`src/rtl/regfile_ctrl_pkg.sv`:
```
// regfile_ctrl_pkg
// Shared constants for the register-file micro-op sequencer:
//   - command opcodes carried on cmd_op
//   - register-file function codes driven on fun_sel
//   - register index encoding (0-3 = R1-R4, 4-7 = S1-S4)
//   - sequencer state enumeration
//   - command rejection rule shared by the FSM
package regfile_ctrl_pkg;

    // Command opcodes
    localparam logic [2:0] OP_NOP  = 3'b000;
    localparam logic [2:0] OP_LOAD = 3'b001;
    localparam logic [2:0] OP_MOVE = 3'b010;
    localparam logic [2:0] OP_CLR  = 3'b011;
    localparam logic [2:0] OP_INC  = 3'b100;
    localparam logic [2:0] OP_DEC  = 3'b101;
    localparam logic [2:0] OP_SWAP = 3'b110;
    localparam logic [2:0] OP_RSVD = 3'b111;

    // Register-file function select codes
    localparam logic [2:0] FUN_DEC  = 3'b000;
    localparam logic [2:0] FUN_INC  = 3'b001;
    localparam logic [2:0] FUN_LOAD = 3'b010;
    localparam logic [2:0] FUN_CLR  = 3'b011;

    // Register indices
    localparam logic [2:0] IDX_R1 = 3'd0;
    localparam logic [2:0] IDX_R2 = 3'd1;
    localparam logic [2:0] IDX_R3 = 3'd2;
    localparam logic [2:0] IDX_R4 = 3'd3;
    localparam logic [2:0] IDX_S1 = 3'd4;
    localparam logic [2:0] IDX_S2 = 3'd5;
    localparam logic [2:0] IDX_S3 = 3'd6;
    localparam logic [2:0] IDX_S4 = 3'd7;

    // Sequencer states. ST_SW4 is only reached when S4 scrubbing is built in.
    typedef enum logic [2:0] {
        ST_IDLE = 3'd0,
        ST_EXEC = 3'd1,
        ST_SW1  = 3'd2,
        ST_SW2  = 3'd3,
        ST_SW3  = 3'd4,
        ST_SW4  = 3'd5,
        ST_ERR  = 3'd6
    } state_t;

    // A command is rejected when it uses the reserved opcode, or when a SWAP
    // names S4, which the SWAP sequence needs as its temporary.
    function automatic logic is_rejected(input logic [2:0] op,
                                         input logic [2:0] a,
                                         input logic [2:0] b);
        return (op == OP_RSVD) ||
               ((op == OP_SWAP) && ((a == IDX_S4) || (b == IDX_S4)));
    endfunction

endpackage

```
`src/rtl/regsel_decoder.sv`:
```
// regsel_decoder
// Combinational decode of one register index plus a write enable into the
// register file's active-low enable pair. Bit 3 of each field addresses the
// lowest-numbered register (R1 / S1). With wr_en low both fields are 1111.
// Ports:
//   idx     in  3  register index, 0-3 = R1-R4, 4-7 = S1-S4
//   wr_en   in  1  request a write this cycle
//   reg_sel out 4  active-low enables for R1..R4
//   scr_sel out 4  active-low enables for S1..S4
module regsel_decoder (
    input  logic [2:0] idx,
    input  logic       wr_en,
    output logic [3:0] reg_sel,
    output logic [3:0] scr_sel
);

    always_comb begin
        reg_sel = 4'b1111;
        scr_sel = 4'b1111;
        if (wr_en) begin
            // idx[2] picks the bank; idx[1:0] walks from bit 3 downwards.
            if (idx[2]) begin
                scr_sel = ~(4'b1000 >> idx[1:0]);
            end else begin
                reg_sel = ~(4'b1000 >> idx[1:0]);
            end
        end
    end

endmodule

```
`src/rtl/regfile_op_sequencer.sv`:
```
// regfile_op_sequencer
// Multi-cycle micro-op controller for an 8-entry register file (R1-R4,
// S1-S4). Accepts one command at a time and sequences LOAD, MOVE, CLR,
// INC-by-N, DEC-by-N and SWAP (S4 is the SWAP temporary).
//
// Handshake: a command is accepted on a rising edge where cmd_valid and
// cmd_ready are both high; cmd_ready is high only in IDLE. All command fields
// are captured on that edge and are ignored afterwards. cmd_ready stays low
// through the done/error cycle, so accepts are at least latency + 1 apart.
//
// Configuration macro: SWAP_SCRUB_EN -- when defined, SWAP adds a fourth
// cycle that clears S4 and done moves to that cycle.
//
// Ports:
//   clk        in  1      system clock, rising edge
//   rst_n      in  1      asynchronous active-low reset
//   cmd_valid  in  1      command present
//   cmd_ready  out 1      sequencer can accept a command (IDLE only)
//   cmd_op     in  3      opcode
//   cmd_dst    in  3      destination / SWAP operand a
//   cmd_src    in  3      source / SWAP operand b
//   cmd_count  in  CNT_W  INC/DEC repeat count
//   busy       out 1      command in progress
//   done       out 1      pulse in the last active cycle of a command
//   error      out 1      pulse in the cycle after a rejected command
//   out_a_sel  out 3      read-port A select
//   out_b_sel  out 3      read-port B select (unused by these ops, held 0)
//   fun_sel    out 3      register function code
//   reg_sel    out 4      active-low enables R1..R4 (bit3 = R1)
//   scr_sel    out 4      active-low enables S1..S4 (bit3 = S1)
//   i_mux_sel  out 1      0 = external data onto I, 1 = OutA onto I
//   fsm_state  out 3      current state encoding, for observation
module regfile_op_sequencer
    import regfile_ctrl_pkg::*;
#(
    parameter int CNT_W = 4
) (
    input  logic             clk,
    input  logic             rst_n,
    input  logic             cmd_valid,
    output logic             cmd_ready,
    input  logic [2:0]       cmd_op,
    input  logic [2:0]       cmd_dst,
    input  logic [2:0]       cmd_src,
    input  logic [CNT_W-1:0] cmd_count,
    output logic             busy,
    output logic             done,
    output logic             error,
    output logic [2:0]       out_a_sel,
    output logic [2:0]       out_b_sel,
    output logic [2:0]       fun_sel,
    output logic [3:0]       reg_sel,
    output logic [3:0]       scr_sel,
    output logic             i_mux_sel,
    output logic [2:0]       fsm_state
);

    state_t           state;
    logic [2:0]       op_q;
    logic [2:0]       dst_q;
    logic [2:0]       src_q;
    logic [CNT_W-1:0] cnt_q;

    logic             wr_en;
    logic [2:0]       wr_idx;

    logic             is_rep;
    assign is_rep = (op_q == OP_INC) || (op_q == OP_DEC);

    // ------------------------------------------------------------------
    // State, captured command and repeat counter
    // ------------------------------------------------------------------
    always_ff @(posedge clk or negedge rst_n) begin
        if (!rst_n) begin
            state <= ST_IDLE;
            op_q  <= OP_NOP;
            dst_q <= '0;
            src_q <= '0;
            cnt_q <= '0;
        end else begin
            case (state)
                ST_IDLE: begin
                    cnt_q <= '0;
                    if (cmd_valid) begin
                        op_q  <= cmd_op;
                        dst_q <= cmd_dst;
                        src_q <= cmd_src;
                        cnt_q <= cmd_count;
                        if (is_rejected(cmd_op, cmd_dst, cmd_src)) begin
                            state <= ST_ERR;
                        end else if ((cmd_op == OP_SWAP) && (cmd_dst != cmd_src)) begin
                            state <= ST_SW1;
                        end else begin
                            // NOP, LOAD, MOVE, CLR, INC, DEC and SWAP a==a
                            state <= ST_EXEC;
                        end
                    end
                end
                ST_EXEC: begin
                    // INC/DEC stay here while more than one write remains.
                    if (is_rep && (cnt_q > CNT_W'(1))) begin
                        cnt_q <= cnt_q - CNT_W'(1);
                    end else begin
                        cnt_q <= '0;
                        state <= ST_IDLE;
                    end
                end
                ST_SW1: state <= ST_SW2;
                ST_SW2: state <= ST_SW3;
`ifdef SWAP_SCRUB_EN
                ST_SW3: state <= ST_SW4;
                ST_SW4: state <= ST_IDLE;
`else
                ST_SW3: state <= ST_IDLE;
`endif
                ST_ERR: state <= ST_IDLE;
                default: state <= ST_IDLE;
            endcase
        end
    end

    // ------------------------------------------------------------------
    // Control decode from registered state and captured command
    // ------------------------------------------------------------------
    always_comb begin
        cmd_ready = (state == ST_IDLE);
        busy      = (state != ST_IDLE);
        done      = 1'b0;
        error     = 1'b0;
        fun_sel   = FUN_DEC;
        out_a_sel = '0;
        i_mux_sel = 1'b0;
        wr_en     = 1'b0;
        wr_idx    = '0;
        case (state)
            ST_EXEC: begin
                done   = 1'b1;
                wr_idx = dst_q;
                case (op_q)
                    OP_LOAD: begin
                        fun_sel = FUN_LOAD;
                        wr_en   = 1'b1;
                    end
                    OP_MOVE: begin
                        out_a_sel = src_q;
                        i_mux_sel = 1'b1;
                        fun_sel   = FUN_LOAD;
                        wr_en     = 1'b1;
                    end
                    OP_CLR: begin
                        fun_sel = FUN_CLR;
                        wr_en   = 1'b1;
                    end
                    OP_INC, OP_DEC: begin
                        // A zero count is a single no-write cycle.
                        wr_en = (cnt_q != '0);
                        if (wr_en) begin
                            fun_sel = (op_q == OP_INC) ? FUN_INC : FUN_DEC;
                        end
                        done = (cnt_q <= CNT_W'(1));
                    end
                    default: begin
                        // NOP and SWAP with identical operands: no write.
                    end
                endcase
            end
            ST_SW1: begin
                // S4 <- a
                out_a_sel = dst_q;
                i_mux_sel = 1'b1;
                fun_sel   = FUN_LOAD;
                wr_en     = 1'b1;
                wr_idx    = IDX_S4;
            end
            ST_SW2: begin
                // a <- b
                out_a_sel = src_q;
                i_mux_sel = 1'b1;
                fun_sel   = FUN_LOAD;
                wr_en     = 1'b1;
                wr_idx    = dst_q;
            end
            ST_SW3: begin
                // b <- S4
                out_a_sel = IDX_S4;
                i_mux_sel = 1'b1;
                fun_sel   = FUN_LOAD;
                wr_en     = 1'b1;
                wr_idx    = src_q;
`ifdef SWAP_SCRUB_EN
                done      = 1'b0;
`else
                done      = 1'b1;
`endif
            end
            ST_SW4: begin
                // S4 <- 0
                fun_sel = FUN_CLR;
                wr_en   = 1'b1;
                wr_idx  = IDX_S4;
                done    = 1'b1;
            end
            ST_ERR: begin
                error = 1'b1;
            end
            default: begin
            end
        endcase
    end

    assign out_b_sel = 3'b000;
    assign fsm_state = state;

    regsel_decoder u_regsel_decoder (
        .idx     (wr_idx),
        .wr_en   (wr_en),
        .reg_sel (reg_sel),
        .scr_sel (scr_sel)
    );

endmodule

```
`config.mk`:
```
export PLATFORM = sky130hd
export DESIGN_NAME = regfile_op_sequencer
export DESIGN_NICKNAME = d
export VERILOG_FILES = /design/src/rtl/regfile_ctrl_pkg.sv /design/src/rtl/regsel_decoder.sv /design/src/rtl/regfile_op_sequencer.sv
export SDC_FILE = /design/constraint.sdc
export NUM_CORES = 1
export LEC_CHECK = 0
export BUFFER_PORTS_ARGS = -buffer_cell sky130_fd_sc_hd__buf_4
export CORE_MARGIN = 5
export CORE_UTILIZATION = 50
export DETAILED_ROUTE_END_ITERATION = 10
export HOLD_SLACK_MARGIN = 0.1
export PLACE_DENSITY_LB_ADDON = 0.15
export REMOVE_ABC_BUFFERS = 1
export SLEW_MARGIN = 20
export SYNTH_ARGS = -nofsm -noshare
export SYNTH_HDL_FRONTEND = slang
export SYNTH_SLANG_ARGS = --single-unit
```
`constraint.sdc`:
```
create_clock -name clk -period 1.7 [get_ports clk]
set_input_delay 0.085 -clock clk [delete_from_list [all_inputs] [get_ports clk]]
set_output_delay 0.085 -clock clk [all_outputs]
set_load 0.02 [all_outputs]
```
Word level (Yosys, flattened, before mapping) --
Cells that the tools add are included.
Word-level totals: register bits 16, latch bits 0, RAM bits 0, bits in read-only memories 0, input port bits 16, output and inout port bits 25, word-level logic and storage cells 74, memories kept 0
Cells by class: add/sub/neg operators 1, $mul 0, div/mod/pow operators 0, $lt $le $gt $ge 2, eq/ne operators 18, shift operators 1, multiplexer cells 26, bitwise gates (word level) 1, reductions and logical operators 20
Operators with widths (number):
- 3-bit == test, second input constant | 9
- 4-bit two-way mux | 6
- 3-bit one-hot mux with 4 select lines | 2
- 3-bit by 2-bit == test with 1-bit output, second input constant | 4
- 3-bit two-way mux | 4
- 2-bit one-hot mux with 3 select lines | 2
- 2-bit OR reduction | 5
- 3-bit one-hot mux with 3 select lines | 1
- 1-bit one-hot mux with 2 select lines | 4
- 4-bit one-hot mux with 2 select lines | 1
- 3-bit by 1-bit == test with 1-bit output, second input constant | 2
- 3-bit OR reduction | 2
- 1-bit two-way mux | 5
- 4-bit by 1-bit greater-than comparator with 1-bit output, second input constant | 1
- 4-bit by 1-bit <= comparator with 1-bit output, second input constant | 1
- 2-bit != test, second input constant | 2
- 4-bit inverter | 1
- 2-bit AND reduction | 2
- 4-bit nonzero test | 1
- 4-bit OR reduction | 1
- 4-bit by 2-bit >> shifter with 4-bit output, first input constant | 1
- 4-bit by 1-bit subtractor with 4-bit output, second input constant | 1
- 1-bit logical AND | 3
- 3-bit logical NOT | 1
- 5 further kinds | 7

Longest topological paths before layout --
depth in word-level cells 7, gate-level depth with buffers 7, gate-level depth less buffers 6

Modules after synthesis --
Synthesis repeated with hierarchy kept, for this count alone.
Unflattened totals: cell total of the unflattened synthesis 145, area total of the unflattened synthesis 1301.2 µm²
By module, submodules not included:
- regfile_op_sequencer | instances 1, cells an instance 137, area each 1224.9 µm², sequential area each 400.4 µm²
- regsel_decoder | instances 1, cells an instance 8, area each 76.3 µm², sequential area each 0.0 µm²

Least setup slack after synthesis --
OpenSTA, ideal clock, no wires.
path type register -> register, start register state[0] (netlist: fsm_state[0]), end register dst_q[0], setup time 0.125 ns, arrival 1.722 ns, required time 1.575 ns, path slack -0.147 ns, cell stages (with the launch flop) 7, buffers on the path 2, period minus slack after synthesis 1.847 ns, path through dfrtp_1 buf_6 or3_4 inv_2 and2_4 buf_12 mux2_4
On the way: word-level cells in the longest chain between the ends 2
Ends and longest elaborated chain:
- from (decl) | RTL line regfile_op_sequencer.sv:58 | state_t state;
- from (signal assigned) | RTL line regfile_op_sequencer.sv:75 | state <= ST_IDLE;
- from (signal assigned) | RTL line regfile_op_sequencer.sv:90 | state <= ST_ERR;
- from (signal assigned) | RTL line regfile_op_sequencer.sv:92 | state <= ST_SW1;
- 3-bit logical NOT
- via cmd_ready | RTL line regfile_op_sequencer.sv:41 | output logic cmd_ready,
- 2-bit AND reduction (no line)
- to (signal assigned) | RTL line regfile_op_sequencer.sv:86 | dst_q <= cmd_dst;
- to (decl) | RTL line regfile_op_sequencer.sv:60 | logic [2:0] dst_q;
The timed path passes the listed nets, and every way through them passes these cells. A chain may end at the register's enable or synchronous reset.

Worst setup path after layout --
start register cnt_q[1], end output port scr_sel[1]
On the way: word-level cells in the longest chain between the ends 4
Ends and longest elaborated chain:
- from (decl) | RTL line regfile_op_sequencer.sv:62 | logic [CNT_W-1:0] cnt_q;
- from (signal assigned) | RTL line regfile_op_sequencer.sv:88 | cnt_q <= cmd_count;
- from (signal assigned) | RTL line regfile_op_sequencer.sv:102 | cnt_q <= cnt_q - CNT_W'(1);
- 4-bit nonzero test | RTL line regfile_op_sequencer.sv:156 | wr_en = (cnt_q != '0);
- 1-bit one-hot mux with 2 select lines | RTL line regfile_op_sequencer.sv:139 | case (op_q)
- 1-bit one-hot mux with 2 select lines | RTL line regfile_op_sequencer.sv:135 | case (state)
- 4-bit two-way mux | RTL line regsel_decoder.sv:20 | if (wr_en) begin
- to (decl) | RTL line regfile_op_sequencer.sv:53 | output logic [3:0] scr_sel,
No other way between the ends.

==> impl_metrics.py <==
metrics = {
    "global_route": {
        "antenna_found_initial": 0,
        "grt.total_usage_pct": 24.4,
        "grt_pass1_wl_mm": 6.64,
        "grt_max_degree": 17,
        "grt_pass1_vias": 1390,
        "grt-ovfl-total": 0,
    },
    "critical_path": {
        "critPathRequiredTime_ns": 1.62,
        "end_kind": "output pin",
        "cp_max_fo": 8,
        "r2r-start": "cnt_q[0]$_DFFE_PN0P_",
        "rr_worst_depth": 8,
        "setup.worst_path.class": "reg -> out",
        "regToRegEndpoint": "fsm_state[0]$_DFFE_PN0P_",
        "cp-start-kind": "flip-flop",
        "critPathArrivalTime_ns": 1.85,
        "r2r_slack_ns": -0.03,
    },
    "synthesis": {
        "yosysWarnings": 0,
        "synth-seq-cells": 16,
        "yosysSeqAreaShare_pct": 32.1,
        "synth_enable_flop_cells": 0,
        "synth.area.top_cells": "dfrtp_1 32%, mux2_4 9.6%, nor2_1 5.1%",
        "yosysUniqueCellTypes": 44,
        "synth_flop_cell": "dfrtp_1",
        "syn_area_um2": 1250,
        "synth_top_area_cell": "dfrtp_1",
        "syn_avg_cell_area_um2": 9.16,
        "synthArstFlopShare_pct": 100,
        "synth_top_area_share_pct": 32.1,
        "synth_cells": 136,
    },
    "power": {
        "swShare_pct": 47.5,
        "seqPwrFrac_pct": 18.5,
        "power_leakage_nw": 0.952,
        "p_int_w": 0.00241,
        "power_frac_clock_pct": 5.7,
        "irDropWorstVdd_mv": 1.48,
        "powerDensity_nw_per_um2": 2170,
        "power_frac_comb_pct": 75.8,
        "power.switching_w": 0.00218,
    },
    "clock_tree": {
        "cts.clk_slew.worst_paths_ns": 0.10,
        "clkLatencyLatePin_ns": 0.29,
        "cts_num_sinks": 16,
        "cts_buffers": 3,
        "tritoncts": "done",
        "cts-root-buf": "clkbuf_4",
        "cts_max_level": 1,
        "cts_buffer_depth": 2,
    },
    "cells_and_area": {
        "final_common_cell": "buf_4",
        "diodes": 0,
        "fin_util_pct": 87.0,
        "layout_common_cells": "46 x buf_4, 16 x buf_6, 14 x dlygate4sd3_1",
        "syn_to_final_growth_pct": 69.9,
        "nets": 230,
        "instances_no_fill": 241,
        "drive_gt1_share_pct": 55.0,
    },
    "run_status": {
        "status": "finished, violations left",
        "violations": "negative setup slack",
    },
    "timing": {
        "period_needed_ns": 1.93,
        "rsz0062_at_grt": "yes",
        "clock-skew-final_ns": 0.00218,
        "setup_violations": 16,
        "drv_slew": 0,
        "fmax_mhz": 518,
        "setup_ws_ns": -0.231,
        "hold_viol_final": 0,
        "min_period_over_period_pct": 114,
    },
    "detailed_routing": {
        "drt-initial-drc-count": 127,
        "viasPerCell": 6.04,
        "drcViolationCount": 0,
        "postRouteAntennaNets": 0,
        "dr.pass1.iters": 4,
        "wl_per_cell_um": 20.0,
        "totalWireLength_mm": 4.81,
        "num_vias": 1455,
    },
    "run": {
        "max_cap_violations": 0,
    },
    "die": {
        "die_h_um": 59.9,
        "row_count": 18,
        "ioPinCount": 41,
        "design.core.area_um2": 2430,
        "dieArea_um2": 3590,
        "die_w_um": 59.9,
        "start_util_pct": 51.2,
    },
    "worst_hold_path": {
        "whs_endpoint": "cnt_q[3]$_DFFE_PN0P_",
        "holdCritStartpoint": "cmd_count[3]",
        "hold_depth": 3,
        "min_path_type": "in -> reg",
    },
    "placement": {
        "place_hpwl_mm": 2.47,
        "dp_cells": 203,
        "globalplace.congestion": 0.902,
        "port-buffer-count": 36,
    },
}
-- cell families after synthesis --
kind of cell | after synthesis | share of synthesized area [%]
AOI/OAI and AO/OA | 39 | 24.3
buffers and inverters | 16 | 8.73
and+or+nand+nor | 51 | 20.8
other | 1 | 0.301
xor gates and xnor gates | 3 | 2.11
DFF | 16 | 32.1
muxes | 8 | 9.64
adders and majority gates | 2 | 2.01
-- cells in the mapped netlist (2+ instances only) --
cell type	count
o2bb2ai_1	6
o211ai_1	2
nor3_1	3
o21ai_0	5
o211a_1	2
nand3_1	10
a211o_1	2
buf_4	4
buf_2	2
a2bb2oi_1	3
nand2b_1	4
nor2b_1	3
ha_1	2
nor2_1	17
a21oi_1	7
nand2_1	7
xnor2_1	3
mux2_4	8
dfrtp_1	16
inv_1	5
buf_6	2
-- worst max-delay path, stage by stage, from the launching register on --
cell and delay [ns]:
dfrtp_1 0.40, inv_2 0.08, ha_4 0.19, nand2b_4 0.09, o21ai_4 0.06, o32ai_2 0.24, buf_4 0.21, nand3_1 0.12
buf_6 0.17
-- area by class of cell --
cell class | instances | area, um2
inverters | 6 | 25.0
flip-flops and latches | 16 | 405
multi-input cells | 108 | 927
clock buffers | 4 | 36.3
repair buffers | 77 | 686
well taps | 30 | 37.5
fillers | 116 | 315
-- worst max path at each step --
stage                             startpoint                   end  slack (ns)  cells past startpoint
global route            cnt_q[1]$_DFFE_PN0P_            scr_sel[0]       -0.29                      8
finish                  cnt_q[1]$_DFFE_PN0P_            scr_sel[1]       -0.23                      8
floorplan           fsm_state[1]$_DFFE_PN0P_  dst_q[0]$_DFFE_PN0P_       -0.16                      4
detailed placement      cnt_q[0]$_DFFE_PN0P_            fun_sel[0]       -0.01                      7
CTS                 fsm_state[0]$_DFFE_PN0P_            scr_sel[2]       -0.13                      6
global placement        cnt_q[0]$_DFFE_PN0P_            fun_sel[0]        0.09                      7
-- stage by stage --
| stage | hold slack (ns) | power, W | TNS (ns) | setup WS (ns) | cell area (um2) |
|---|---|---|---|---|---|
| final | 0.157 | 0.00460 | -1.85 | -0.231 | 2120 |
| after global routing | 0.176 | 0.00484 | -3.00 | -0.289 | 2120 |
| after CTS | 0.107 | 0.00393 | -0.960 | -0.132 | 1940 |
| after detailed placement | -0.0429 | 0.00311 | -0.0163 | -0.0145 | 1550 |
| after global placement | -0.0445 | 0.00304 | 0 | 0.0879 | 1550 |
| after floorplan | -0.211 | 0.00226 | -1.69 | -0.163 | 1170 |
-- power groups by stage --
stage,registers (W),clock network [W],logic (W)
floorplan,0.000817,0,0.00144
global placement,0.000790,0,0.00225
detailed placement,0.000798,0,0.00231
CTS,0.000782,0.000258,0.00289
global route,0.000866,0.000281,0.00369
finish,0.000852,0.000261,0.00348
-- sequential cells by signal, indices dropped and copies added, names as in the netlist --
| register | cells |
|---|---|
| src_q | 3 |
| cnt_q | 4 |
| op_q | 3 |
| dst_q | 3 |
| fsm_state | 3 |
-- repair_timing --
item,in CTS,in global routing
setup buffers,15,7
gates resized for setup,35,29
hold buffers,13,1
endpoints found under the hold margin,29,1
pin swaps,9,13
gates cloned,0,1
endpoints found under the setup margin,14,27
-- layer usage --
layer,vias to the layer above,part of all wire (%),GRT usage [%]
li1,642,-,-
met1,700,40,29.9
met2,96,50,44.8
met3,17,8.1,3.46
met4,0,2.7,5.06
met5,-,0,0
Power figures use the tool's default switching activity.
